<file path="src/rtl/branch_unit_pkg.sv">
// Shared types for the branch unit: condition codes, flag bit positions and FSM states.
package branch_unit_pkg;

    typedef enum logic [3:0] {
        COND_JMP = 4'd0,
        COND_JEQ = 4'd1,
        COND_JNE = 4'd2,
        COND_JGT = 4'd3,
        COND_JGE = 4'd4,
        COND_JLT = 4'd5,
        COND_JLE = 4'd6,
        COND_JCR = 4'd7,
        COND_JNC = 4'd8,
        COND_JOV = 4'd9,
        COND_JNV = 4'd10
    } cond_e;

    localparam int unsigned FLAG_Z = 3;
    localparam int unsigned FLAG_N = 2;
    localparam int unsigned FLAG_C = 1;
    localparam int unsigned FLAG_V = 0;

    typedef enum logic [1:0] {
        ST_IDLE    = 2'd0,
        ST_HAZARD  = 2'd1,
        ST_RESOLVE = 2'd2
    } state_e;

endpackage

</file>
<file path="src/rtl/branch_unit_cond.sv">
// Combinational condition evaluator; codes outside the defined set are illegal and never taken.
module cond_check
    import branch_unit_pkg::*;
(
    input  logic [3:0] code_i,
    input  logic [3:0] flags_i,
    output logic       taken_o,
    output logic       illegal_o
);

    logic z, n, c, v;

    assign z = flags_i[FLAG_Z];
    assign n = flags_i[FLAG_N];
    assign c = flags_i[FLAG_C];
    assign v = flags_i[FLAG_V];

    always_comb begin
        taken_o   = 1'b0;
        illegal_o = 1'b0;
        case (code_i)
            COND_JMP: taken_o = 1'b1;
            COND_JEQ: taken_o = z;
            COND_JNE: taken_o = !z;
            COND_JGT: taken_o = !z && !n;
            COND_JGE: taken_o = !n;
            COND_JLT: taken_o = n;
            COND_JLE: taken_o = z || n;
            COND_JCR: taken_o = c;
            COND_JNC: taken_o = !c;
            COND_JOV: taken_o = v;
            COND_JNV: taken_o = !v;
            default:  illegal_o = 1'b1;
        endcase
    end

endmodule

</file>
<file path="src/rtl/branch_unit.sv">
// Jump resolution unit: accepts a request, waits out a pending flag write if needed,
// then evaluates the condition and issues registered resolve / PC-load pulses.
module branch_unit
    import branch_unit_pkg::*;
#(
    parameter int PC_W  = 8,
    parameter int CNT_W = 16
) (
    input  logic             clk_i,
    input  logic             rst_ni,
    input  logic             jmp_valid_i,
    output logic             jmp_ready_o,
    input  logic [3:0]       jmp_cond_i,
    input  logic [PC_W-1:0]  jmp_target_i,
    input  logic [3:0]       flags_i,
    input  logic             flags_upd_i,
    output logic             pc_load_o,
    output logic [PC_W-1:0]  pc_target_o,
    output logic             resolved_o,
    output logic             illegal_o,
    output logic [CNT_W-1:0] taken_cnt_o,
    output logic [CNT_W-1:0] ntaken_cnt_o
);

    localparam logic [CNT_W-1:0] CNT_ONE = {{(CNT_W-1){1'b0}}, 1'b1};

    state_e            state_q, state_d;
    logic [3:0]        cond_q;
    logic [PC_W-1:0]   target_q;
    logic              accept, resolving, taken, illegal;

    // Ready is gated by reset so it reads 0 while the block is held in reset.
    assign jmp_ready_o = rst_ni && (state_q == ST_IDLE);
    assign accept      = jmp_valid_i && jmp_ready_o;
    assign resolving   = (state_q == ST_RESOLVE);

    cond_check u_cond (
        .code_i    (cond_q),
        .flags_i   (flags_i),
        .taken_o   (taken),
        .illegal_o (illegal)
    );

    always_comb begin
        state_d = state_q;
        case (state_q)
            ST_IDLE:    if (accept) state_d = flags_upd_i ? ST_HAZARD : ST_RESOLVE;
            ST_HAZARD:  state_d = ST_RESOLVE;
            ST_RESOLVE: state_d = ST_IDLE;
            default:    state_d = ST_IDLE;
        endcase
    end

    always_ff @(posedge clk_i or negedge rst_ni) begin
        if (!rst_ni) begin
            state_q  <= ST_IDLE;
            cond_q   <= '0;
            target_q <= '0;
        end else begin
            state_q <= state_d;
            if (accept) begin
                cond_q   <= jmp_cond_i;
                target_q <= jmp_target_i;
            end
        end
    end

    // Pulses and counters are updated at the edge closing RESOLVE.
    always_ff @(posedge clk_i or negedge rst_ni) begin
        if (!rst_ni) begin
            resolved_o   <= 1'b0;
            pc_load_o    <= 1'b0;
            illegal_o    <= 1'b0;
            pc_target_o  <= '0;
            taken_cnt_o  <= '0;
            ntaken_cnt_o <= '0;
        end else begin
            resolved_o  <= resolving;
            pc_load_o   <= resolving && taken;
            illegal_o   <= resolving && illegal;
            pc_target_o <= (resolving && taken) ? target_q : '0;
            if (resolving) begin
                if (taken) begin
                    if (taken_cnt_o != '1) taken_cnt_o <= taken_cnt_o + CNT_ONE;
                end else begin
                    if (ntaken_cnt_o != '1) ntaken_cnt_o <= ntaken_cnt_o + CNT_ONE;
                end
            end
        end
    end

endmodule

</file>
<file path="config.mk">
export PLATFORM = sky130hd
export DESIGN_NAME = branch_unit
export DESIGN_NICKNAME = d
export VERILOG_FILES = /design/src/rtl/branch_unit_pkg.sv /design/src/rtl/branch_unit_cond.sv /design/src/rtl/branch_unit.sv
export SDC_FILE = /design/constraint.sdc
export NUM_CORES = 1
export LEC_CHECK = 0
export BUFFER_PORTS_ARGS = -buffer_cell sky130_fd_sc_hd__buf_2
export CORE_UTILIZATION = 25
export CTS_CLUSTER_SIZE = 8
export DETAILED_ROUTE_END_ITERATION = 10
export GPL_TIMING_DRIVEN = 0
export PLACE_DENSITY = 0.52
export SLEW_MARGIN = 0
export SYNTH_ARGS = -nofsm -noshare
export SYNTH_HDL_FRONTEND = slang
export SYNTH_SLANG_ARGS = --single-unit
</file>
<file path="constraint.sdc">
create_clock -name clk_i -period 2.5 [get_ports clk_i]
set_input_delay 0 -clock clk_i [delete_from_list [all_inputs] [get_ports clk_i]]
set_output_delay 0 -clock clk_i [all_outputs]
set_load 0.02 [all_outputs]
</file>
Word-level counts from Yosys, hierarchy flattened
Cells that the tools add are included.

cells by class
  add/sub/neg operators = 2
  multipliers = 0
  div/mod/pow operators = 0
  magnitude comparators = 0
  equality and inequality tests = 15
  shifts and indexed selects = 0
  muxes and demuxes = 6
  bitwise logic cells = 1
  reduce and logical (&&, ||, !) cells = 15

operators with widths
  cell                                           count
  adder 16 x 1 -> 16 bit, second input constant  2
  inequality test 16 bit, second input constant  2
  == test 4 x 3 -> 1 bit, second input constant  4
  == test 4 bit, second input constant           3
  case mux 1 bit (11 select lines)               1
  OR reduction 11 bit                            1
  == test 4 x 2 -> 1 bit, second input constant  2
  two-way mux 8 bit                              1
  AND reduction 3 bit                            2
  logical AND 1 bit                              5
  == test 4 x 1 -> 1 bit, second input constant  1
  zero test 1 bit                                4
  zero test 4 bit                                1
  two-way mux 2 bit                              2
  case mux 2 bit (2 select lines)                1
  == test 2 x 1 -> 1 bit, second input constant  1
  == test 2 bit, second input constant           1
  zero test 2 bit                                1
  inequality test 2 bit, second input constant   1
  logical OR 1 bit                               1
  two-way mux 1 bit                              1
  NOT 1 bit                                      1

word-level totals
  register bits after elaboration = 57
  bits in latches = 0
  RAM bits = 0
  ROM bits = 0
  output and inout port bits = 44
  word-level logic and storage cells = 48
  memories = 0

Depth between registers and ports, before layout
Gate-level depths: netlist (run 1).

  depth in word-level cells = 5
  depth in mapped cells = 8
  depth with buffers taken out = 7

By module
A second synthesis (run 1) with hierarchy kept.

second synthesis, totals
  cell total of the unflattened synthesis = 222
  area, all modules = 2610.0 um2

modules (own cells, without submodules)
  module       instances  cells each  area each (um2)
  branch_unit  1          202         2472.4
  cond_check   1          20          137.6

Worst setup path after synthesis (run 1)
No wires, ideal clock.

  kind = register to register
  start = register state_q[0]
  end = register cond_q[0]
  data arrival time = 1859 ps
  slack = 516 ps
  stages on the path, launching flop included = 5
  path buffers = 1
  clock period less this slack = 1984 ps
  path through = dfrtp_1 nor3b_1 and2_0 buf_2 mux2_2

on the way
  word-level cells in the longest chain between the ends = 3

RTL lines
  what                      RTL line           text
  start: declaration        branch_unit.sv:27  state_e state_q, state_d;
  start signal: assignment  branch_unit.sv:60  state_q <= state_d;
  zero test 2 bit           branch_unit.sv:33  assign jmp_ready_o = rst_ni && (state_q == ST_IDLE);
  logical AND 1 bit         branch_unit.sv:33
  net jmp_ready_o           branch_unit.sv:12  output logic jmp_ready_o,
  logical AND 1 bit         branch_unit.sv:34  assign accept = jmp_valid_i && jmp_ready_o;
  end signal: assignment    branch_unit.sv:62  cond_q <= jmp_cond_i;
  end: declaration          branch_unit.sv:28  logic [3:0] cond_q;

The timed path passes the listed nets, and every way through them passes these cells.
A chain may end at the register's enable or synchronous reset.

Worst setup path in the final report (run 1)
  start = register taken_cnt_o[0]
  end = register taken_cnt_o[2]

on the way
  word-level cells in the longest chain between the ends = 2
  elaborated cells between the ends (all ways) = 3
  those cells by class = 1 x add/sub; 1 x eq/ne; 1 x reduce/logical

RTL lines
  what                                                            RTL line           text
  start: declaration                                              branch_unit.sv:21  output logic [CNT_W-1:0] taken_cnt_o,
  start signal: assignment                                        branch_unit.sv:84  if (taken_cnt_o != '1) taken_cnt_o <= taken_cnt_o + CNT_ONE;
  branches (longest 2 deep; another with adder 16 x 1 -> 16 bit)  n/a

Several ways; the timed one is not identified.

==> metrics.csv, run 1 <==
stage,metric,value,unit
setup_path,CP Data Required Time,2.75,ns
clocking,TritonCTS clock tree,yes,
place,port bufs,63,
floorplan,Starting Density,25.8,%
status,status,finished clean,
place,GP Congestion,0.745,
setup_path,Worst R2R Path Depth,8,
clocking,H-tree depth,3,
power,Peak VDD IR,339,uV
floorplan,die area,11100,um^2
setup_path,crit end category,flip-flop,
floorplan,Core Region,10400,um^2
clocking,Clock Latency Late Sink,0.33,ns
final_layout,# diodes,0,
grt,first-pass GRT wire length,10500,um
setup_path,Crit path depth,8,
floorplan,die width,105,um
place,post-detail-place hpwl,4150,um
yosys,"EDFF count, synth",0,
clocking,CTS Sinks,57,
sta,Hold WS,0.259,ns
setup_path,WP data arrival,2.45,ns
sta,relative slew slack,55.6,%
clocking,CTS buffer count,9,
grt,global route total overflow,0,
yosys,post-synthesis sequential area ratio,53.3,%
floorplan,boundary pin count,64,
setup_path,crit-path leading delay family,simple AND/OR/NAND/NOR gates,
clocking,Root Driver,clkbuf_8,
setup_path,"Buf+Inv Stages, Crit Path",2,
grt,initial antenna violation count,0,
yosys,Synth Flop Type,dfrtp_1,
drt,vias per inst,4.48,
yosys,Netlist cell types,42,
setup_path,worst-path fanout max,10,
drt,DRC,0,
final_layout,nets@finish,340,
floorplan,row count,37,
yosys,Synth Cell Area,2680,um^2
yosys,register bit total from synthesis,57,
drt,Via Count,2051,
yosys,syn_nets,249,
sta,Peak Freq,0.456,GHz
sta,clk_skew,0.00894,ns
clocking,post-CTS setup buffer count,0,
final_layout,share of post-route cells with drive strength above 1,35.4,%
sta,Fin. Hold Viols,0,
yosys,syn_area_per_cell,11.8,um^2
sta,final period utilization,87.7,%
sta,Final Setup Violations,0,
setup_path,critical path's slowest cell,dfrtp_1,
drt,routed wire length,6170,um
yosys,Async SR Flop Fraction,100,%
power,cell area power density,726,nW/um^2
clocking,Clock Pin Slew Worst Setup and Hold Paths,0.07,ns
setup_path,critical path class,flip-flop to flip-flop,
sta,fin. max-slew vios,0,
drt,Final ANT Viol Nets,0,
worst_hold_path,worst hold path type,input pin to async pin,
yosys,Yosys warning count,0,
floorplan,Die Span Y,105,um
final_layout,"Area growth, synth to finish",32.5,%
flow_run,Max-cap violations,0,
grt,GRT Total Usage,12.2,%
sta,Tmin final,2.19,ns
clocking,Bufs on Longest Clock Path,2,
drt,per-cell routed wire length,13.5,um
power,P_leak,1.75,nW
setup_path,"most used cell, CP",and3_1,
sta,Slew @ Worst Pin,0.658,ns
grt,vias in the first global route,2150,
setup_path,CP Launch Type,flip-flop,
setup_path,crit-path max cell delay,0.42,ns
sta,RSZ-0062 raised after global routing,false,
setup_path,"Critical Path, Cell by Cell",ha_1 -> and3_1 -> and3_1 -> clkbuf_1 -> nand4_1 -> clkbuf_1 -> and3_1 -> xor2_1,
grt,pin count of the biggest net entering global routing,59,
power,Final Power,2.57,mW
yosys,Syn Inst Count,227,
drt,TritonRoute pass-1 iters,6,
drt,Initial DRC Count,53,
[cell usage after synthesis (3+ instances only)]
cell	instances	share of area [%]
a21oi_1	3	0.56
and2_1	9	2.1
and3_1	10	2.3
and4_1	3	0.98
buf_6	4	1.7
dfrtp_1	57	53
mux2_2	15	6.3
nand2_1	14	2.0
nand2b_1	6	1.4
nand3_1	13	2.4
nand4_1	12	2.8
nor2_1	11	1.5
nor3_1	3	0.56
nor3_2	4	1.5
nor4_1	3	0.70
xnor2_1	14	4.6
xor2_1	14	4.6
[power by group]
group | switching [mW] | total, mW | leakage (nW) | internal (mW)
clock | 0.359 | 0.865 | 0.102 | 0.506
sequential | 0.100 | 1.13 | 0.756 | 1.03
combinational | 0.326 | 0.575 | 0.894 | 0.249
[cells in the final DEF (no fill, tap or decap), types with 3 or more instances in the layout]
master,count
nand2_1,14
and3_1,10
dlygate4sd3_1,16
nand3_1,13
buf_4,3
nor3_1,3
clkbuf_8,11
buf_2,64
and4_1,3
nand2b_1,6
clkbuf_1,3
nor2_1,11
buf_6,4
xor2_1,14
nor4_1,3
and2_1,9
nor3_2,4
mux2_2,15
a21oi_1,3
dfrtp_1,57
nand4_1,12
xnor2_1,14
[kinds of logic (layout without fill, tap and decap cells)]
kind of cell             after synthesis  count (layout)  synth area share [%]
AND/OR/NAND/NOR                      100             100                  22.6
multiplexers                          17              17                  7.29
adder cells (fa/ha/maj)                2               2                 0.934
AO/OA/AOI/OAI                         10              10                  3.46
XOR/XNOR                              28              28                  9.16
flip-flops                            57              57                  53.3
buffers and inverters                 13             108                  3.32
[worst register-to-register path: cells and delay by family (launching register included)]
| family | cells | cell delay [ns] |
|---|---|---|
| AND/OR/NAND/NOR | 4 | 0.77 |
| buffers and inverters | 2 | 0.56 |
| flip-flops | 1 | 0.42 |
| adder cells (fa/ha/maj) | 1 | 0.22 |
| XOR/XNOR | 1 | 0.15 |
[final timing paths]
check | from | to | slack (ns)
max | taken_cnt_o[0]$_DFFE_PN0P_ | taken_cnt_o[2]$_DFFE_PN0P_ | 0.31
min | rst_ni | ntaken_cnt_o[3]$_DFFE_PN0P_ | 0.26
max reg2reg | taken_cnt_o[0]$_DFFE_PN0P_ | taken_cnt_o[2]$_DFFE_PN0P_ | 0.31
min reg2reg | state_q[1]$_DFFE_PN0P_ | state_q[1]$_DFFE_PN0P_ | 0.46
max in group asynchronous | rst_ni | pc_target_o[7]$_DFF_PN0_ | 1.99
min in group clk_i | flags_i[3] | ntaken_cnt_o[13]$_DFFE_PN0P_ | 0.36
[per-layer routing]
layer	vias to the layer above	routed length, um	global-route usage (%)
met5	-	0	0
met4	0	80	5.06
met3	11	314	4.21
met2	57	3070	20.2
met1	1004	2710	14.3
li1	979	-	-
[area by class of cell]
| class | instances | area, um^2 |
|---|---|---|
| sequential | 57 | 1430 |
| multi-input combinational | 157 | 1160 |
| fill | 1084 | 6820 |
| clock inverter | 3 | 40.0 |
| timing repair buffer | 80 | 505 |
| tap | 136 | 170 |
| buffer | 10 | 77.6 |
| clock buffer | 12 | 155 |
| inverter | 3 | 11.3 |
[metrics by stage]
step                      util (%)  cell area, um^2  std cells  worst slack, ns  setup TNS, ns
after global routing          34.2             3550        458            0.120              0
after global placement        30.5             3160        426           -0.170          -1.50
after floorplan                  -             2680        227            0.516              0
after CTS                     33.8             3510        456            0.218              0
after detailed placement      30.5             3160        426           -0.138          -1.14
final                         34.2             3550        458            0.307              0
[sequential cells by signal, indices dropped and copies added (netlist names)]
signal        cells
ntaken_cnt_o     16
taken_cnt_o      16
pc_target_o       8
target_q          8
cond_q            4
state_q           2
illegal_o         1
pc_load_o         1
resolved_o        1
[timing repair]
| item | 4_1_cts | 5_1_grt |
|---|---|---|
| hold buffers | 15 | 2 |
| hold endpoints to repair | 14 | 57 |
| gates resized for setup | 0 | 0 |
(Power assumes the default switching activity.)
==> run 2: changes to the inputs <==
--- a/config.mk
+++ b/config.mk
@@ -10,7 +10,7 @@
 export CTS_CLUSTER_SIZE = 8
 export DETAILED_ROUTE_END_ITERATION = 10
 export GPL_TIMING_DRIVEN = 0
-export PLACE_DENSITY = 0.52
+export PLACE_DENSITY = 0.54
 export SLEW_MARGIN = 0
 export SYNTH_ARGS = -nofsm -noshare
 export SYNTH_HDL_FRONTEND = slang
==> constraint.sdc (replaced) <==
create_clock -name clk_i -period 1.9 [get_ports clk_i]
set_input_delay 0 -clock clk_i [delete_from_list [all_inputs] [get_ports clk_i]]
set_output_delay 0 -clock clk_i [all_outputs]
set_load 0.02 [all_outputs]
==> run 2 against run 1 <==
  * The run now ends with negative hold slack, negative setup slack left
  * Fmax grew 11%
  * Final area grew 4.7%
  * Sequential share of layout area fell by 1.4 points
  * Combinational power grew 70%
  * Global-route usage is 0.43 points lower
  * Highest routed layer unchanged
==> metrics.csv, run 2 (synthesized netlist as in run 1, its figures left out) <==
stage,metric,value,unit,change
final_layout,"most common cell after layout, fill and taps aside",buf_2,,unchanged
sta,Slew @ Worst Pin,0.723,ns,was 0.658 ns
drt,TritonRoute pass-1 iters,4,,was 6
final_layout,Non-Filler Instances,469,,was 458
drt,Initial DRC Count,67,,was 53
power,cell area power density,934,nW/um^2,was 726 nW/um^2
floorplan,die area,11100,um^2,unchanged
clocking,Clock Latency Late Sink,0.33,ns,about the same
sta,Final Setup Violations,13,,was 0
clocking,Root Driver,clkbuf_8,,unchanged
sta,Fin. Hold Viols,57,,was 0
sta,final period utilization,104,%,was 87.7%
sta,RSZ-0062 raised after global routing,true,,was false
drt,routed wire length,6350,um,was 6170 um
final_layout,Regs by FF count,"ntaken_cnt_o: 16 flops, taken_cnt_o: 16 flops",,unchanged
drt,DRC,0,,unchanged
place,GP Congestion,0.746,,was 0.745
drt,Final ANT Viol Nets,0,,unchanged
grt,vias in the first global route,2025,,was 2150
power,Net Sw Frac,32.5,%,was 30.5%
setup_path,"Critical Path, Cell by Cell",buf_6 -> or3b_1 -> a21oi_2 -> a211oi_2 -> buf_4 -> a21oi_4 -> buf_6 -> nand4_1 -> xnor2_1,,was ha_1 -> and3_1 -> and3_1 -> clkbuf_1 -> nand4_1 -> clkbuf_1 -> and3_1 -> xor2_1
setup_path,WP data arrival,2.19,ns,was 2.45 ns
power,Reg power frac,43.7,%,was 44.1%
grt,first-pass GRT wire length,10100,um,was 10500 um
setup_path,crit end category,flip-flop,,unchanged
setup_path,CP startpoint,cond_q[0]$_DFFE_PN0P_,,was taken_cnt_o[0]$_DFFE_PN0P_
grt,pin count of the biggest net entering global routing,59,,unchanged
sta,Peak Freq,0.506,GHz,was 0.456 GHz
floorplan,row count,37,,unchanged
setup_path,RR Startpoint,cond_q[0]$_DFFE_PN0P_,,was taken_cnt_o[0]$_DFFE_PN0P_
final_layout,share of post-route cells with drive strength above 1,45.3,%,was 35.4%
floorplan,Die Span Y,105,um,unchanged
flow_run,Max-cap violations,0,,unchanged
final_layout,fillers,1072,,was 1084
drt,vias per inst,4.51,,was 4.48
sta,clk_skew,0.00683,ns,was 0.00894 ns
place,post-detail-place hpwl,4110,um,was 4150 um
final_layout,"Area growth, synth to finish",38.7,%,was 32.5%
power,P_leak,1.82,nW,was 1.75 nW
setup_path,CP Data Required Time,2.12,ns,was 2.75 ns
clocking,H-tree depth,3,,unchanged
floorplan,boundary pin count,64,,unchanged
floorplan,Starting Density,25.8,%,unchanged
power,Int Power,2.34,mW,was 1.79 mW
clocking,TritonCTS clock tree,yes,,unchanged
final_layout,most frequent cells in the layout,"63 x buf_2, 46 x dfrtp_1, 16 x buf_4",,"was 64 x buf_2, 57 x dfrtp_1, 16 x dlygate4sd3_1"
setup_path,crit-path leading delay family,simple AND/OR/NAND/NOR gates,,unchanged
setup_path,crit-path max cell delay,0.38,ns,was 0.42 ns
clocking,CTS Sinks,57,,unchanged
grt,GRT Total Usage,11.7,%,was 12.2%
final_layout,# diodes,0,,unchanged
setup_path,Crit path depth,9,,was 8
clocking,Clock Pin Slew Worst Setup and Hold Paths,0.07,ns,about the same
setup_path,CP endpoint,taken_cnt_o[15]$_DFFE_PN0P_,,was taken_cnt_o[2]$_DFFE_PN0P_
grt,global route total overflow,0,,unchanged
clocking,CTS Hold Buffers Added,14,,was 15
floorplan,Core Region,10400,um^2,unchanged
sta,final worst setup slack,-0.0751,ns,was 0.307 ns
power,clock share of power,28.2,%,was 33.6%
status,status,"finished, violations left",,was finished clean
sta,Tmin final,1.98,ns,was 2.19 ns
drt,per-cell routed wire length,13.5,um,about the same
sta,relative slew slack,51.0,%,was 55.6%
setup_path,CP Launch Type,flip-flop,,unchanged
power,Peak VDD IR,473,uV,was 339 uV
worst_hold_path,worst hold path type,input pin to async pin,,unchanged
place,worst slack at placement,-0.707,ns,was -0.138 ns
clocking,Bufs on Longest Clock Path,2,,unchanged
setup_path,critical path's slowest cell,or3b_1,,was dfrtp_1
sta,fin. max-slew vios,0,,unchanged
setup_path,worst-path fanout max,10,,unchanged
drt,Via Count,2113,,was 2051
place,port bufs,63,,unchanged
sta,Hold WS,-0.363,ns,was 0.259 ns
power,NetSw,1.13,mW,was 786 uW
final_layout,nets@finish,351,,was 340
setup_path,Worst R2R Path Depth,9,,was 8
sta,setup TNS,-0.634,ns,was 0 ns
setup_path,"Buf+Inv Stages, Crit Path",3,,was 2
status,failing checks,"negative hold slack, negative setup slack",,
setup_path,reg2reg end,taken_cnt_o[15]$_DFFE_PN0P_,,was taken_cnt_o[2]$_DFFE_PN0P_
clocking,CTS buffer count,9,,unchanged
power,combinational fraction of design power,28.2,%,was 22.3%
grt,initial antenna violation count,0,,unchanged
floorplan,die width,105,um,unchanged
setup_path,R2R Setup Slk,-0.08,ns,was 0.31 ns
power,Final Power,3.47,mW,was 2.57 mW
setup_path,"most used cell, CP",buf_6,,was and3_1
place,DP Cell Count,426,,unchanged
setup_path,critical path class,flip-flop to flip-flop,,unchanged
==> run 2: cell count changes in the layout (fill, tap and decap cells not counted), sizes merged <==
cell,before,now
buf,72,87
bufinv,1,0
clkbuf,14,11
clkinv,3,5
dlygate4sd3,16,14
==> run 2: layer usage <==
layer | wire [um] | track usage (%) | up-vias | part of all wire [%]
li1 | - | - | 1007 | -
met3 | 290 | 3.83 | 10 | 4.6
met2 | 3110 | 18.8 | 53 | 49
met5 | 0 | 0 | - | 0
met4 | 125 | 5.56 | 0 | 2.0
met1 | 2820 | 14.3 | 1043 | 44
==> run 2: cell type report <==
cell class	instances	area (um^2)	share of cell area [%]
clock inverters	4	20.0	0.539
multi-input cells	157	1260	34.1
plain buffers	7	61.3	1.65
clock buffers	11	141	3.81
repair buffers	94	604	16.3
inverters	3	11.3	0.303
well taps	136	170	4.58
flip-flops and latches	57	1440	38.8
==> run 2: what timing repair did <==
action	CTS	global route
gates resized for setup	2	35
endpoints found under the setup margin	30	29
pin swaps	1	12
cloned	0	0
endpoints found under the hold margin	71	57
buffers inserted	0	17
==> run 2: worst min path at each step <==
stage	endpoint	start	cells after the start
after floorplan	cond_q[0]$_DFFE_PN0P_	rst_ni	0
after global placement	target_q[3]$_DFFE_PN0P_	jmp_target_i[3]	2
after detailed placement	target_q[6]$_DFFE_PN0P_	jmp_target_i[6]	2
after CTS	ntaken_cnt_o[5]$_DFFE_PN0P_	rst_ni	1
after global routing	taken_cnt_o[15]$_DFFE_PN0P_	rst_ni	1
final	taken_cnt_o[14]$_DFFE_PN0P_	rst_ni	1
==> run 2: through the flow <==
step           hold WS (ns)  instance area (um^2)  utilization (%)
4_1_cts              -0.231                  3470             33.5
3_3_place_gp          0.232                  3170             30.6
5_1_grt              -0.334                  3710             35.8
3_5_place_dp          0.236                  3170             30.6
2_1_floorplan        -0.296                  2690                -
6_report             -0.363                  3710             35.8
==> run 2: power groups by stage <==
stage / combinational [mW] / clock, mW / sequential (mW)
after floorplan: 0.394 / 0 / 1.61
after global routing: 1.07 / 1.08 / 1.54
after global placement: 0.724 / 0 / 1.51
final: 0.978 / 0.977 / 1.51
after detailed placement: 0.737 / 0 / 1.52
after CTS: 0.763 / 1.03 / 1.50
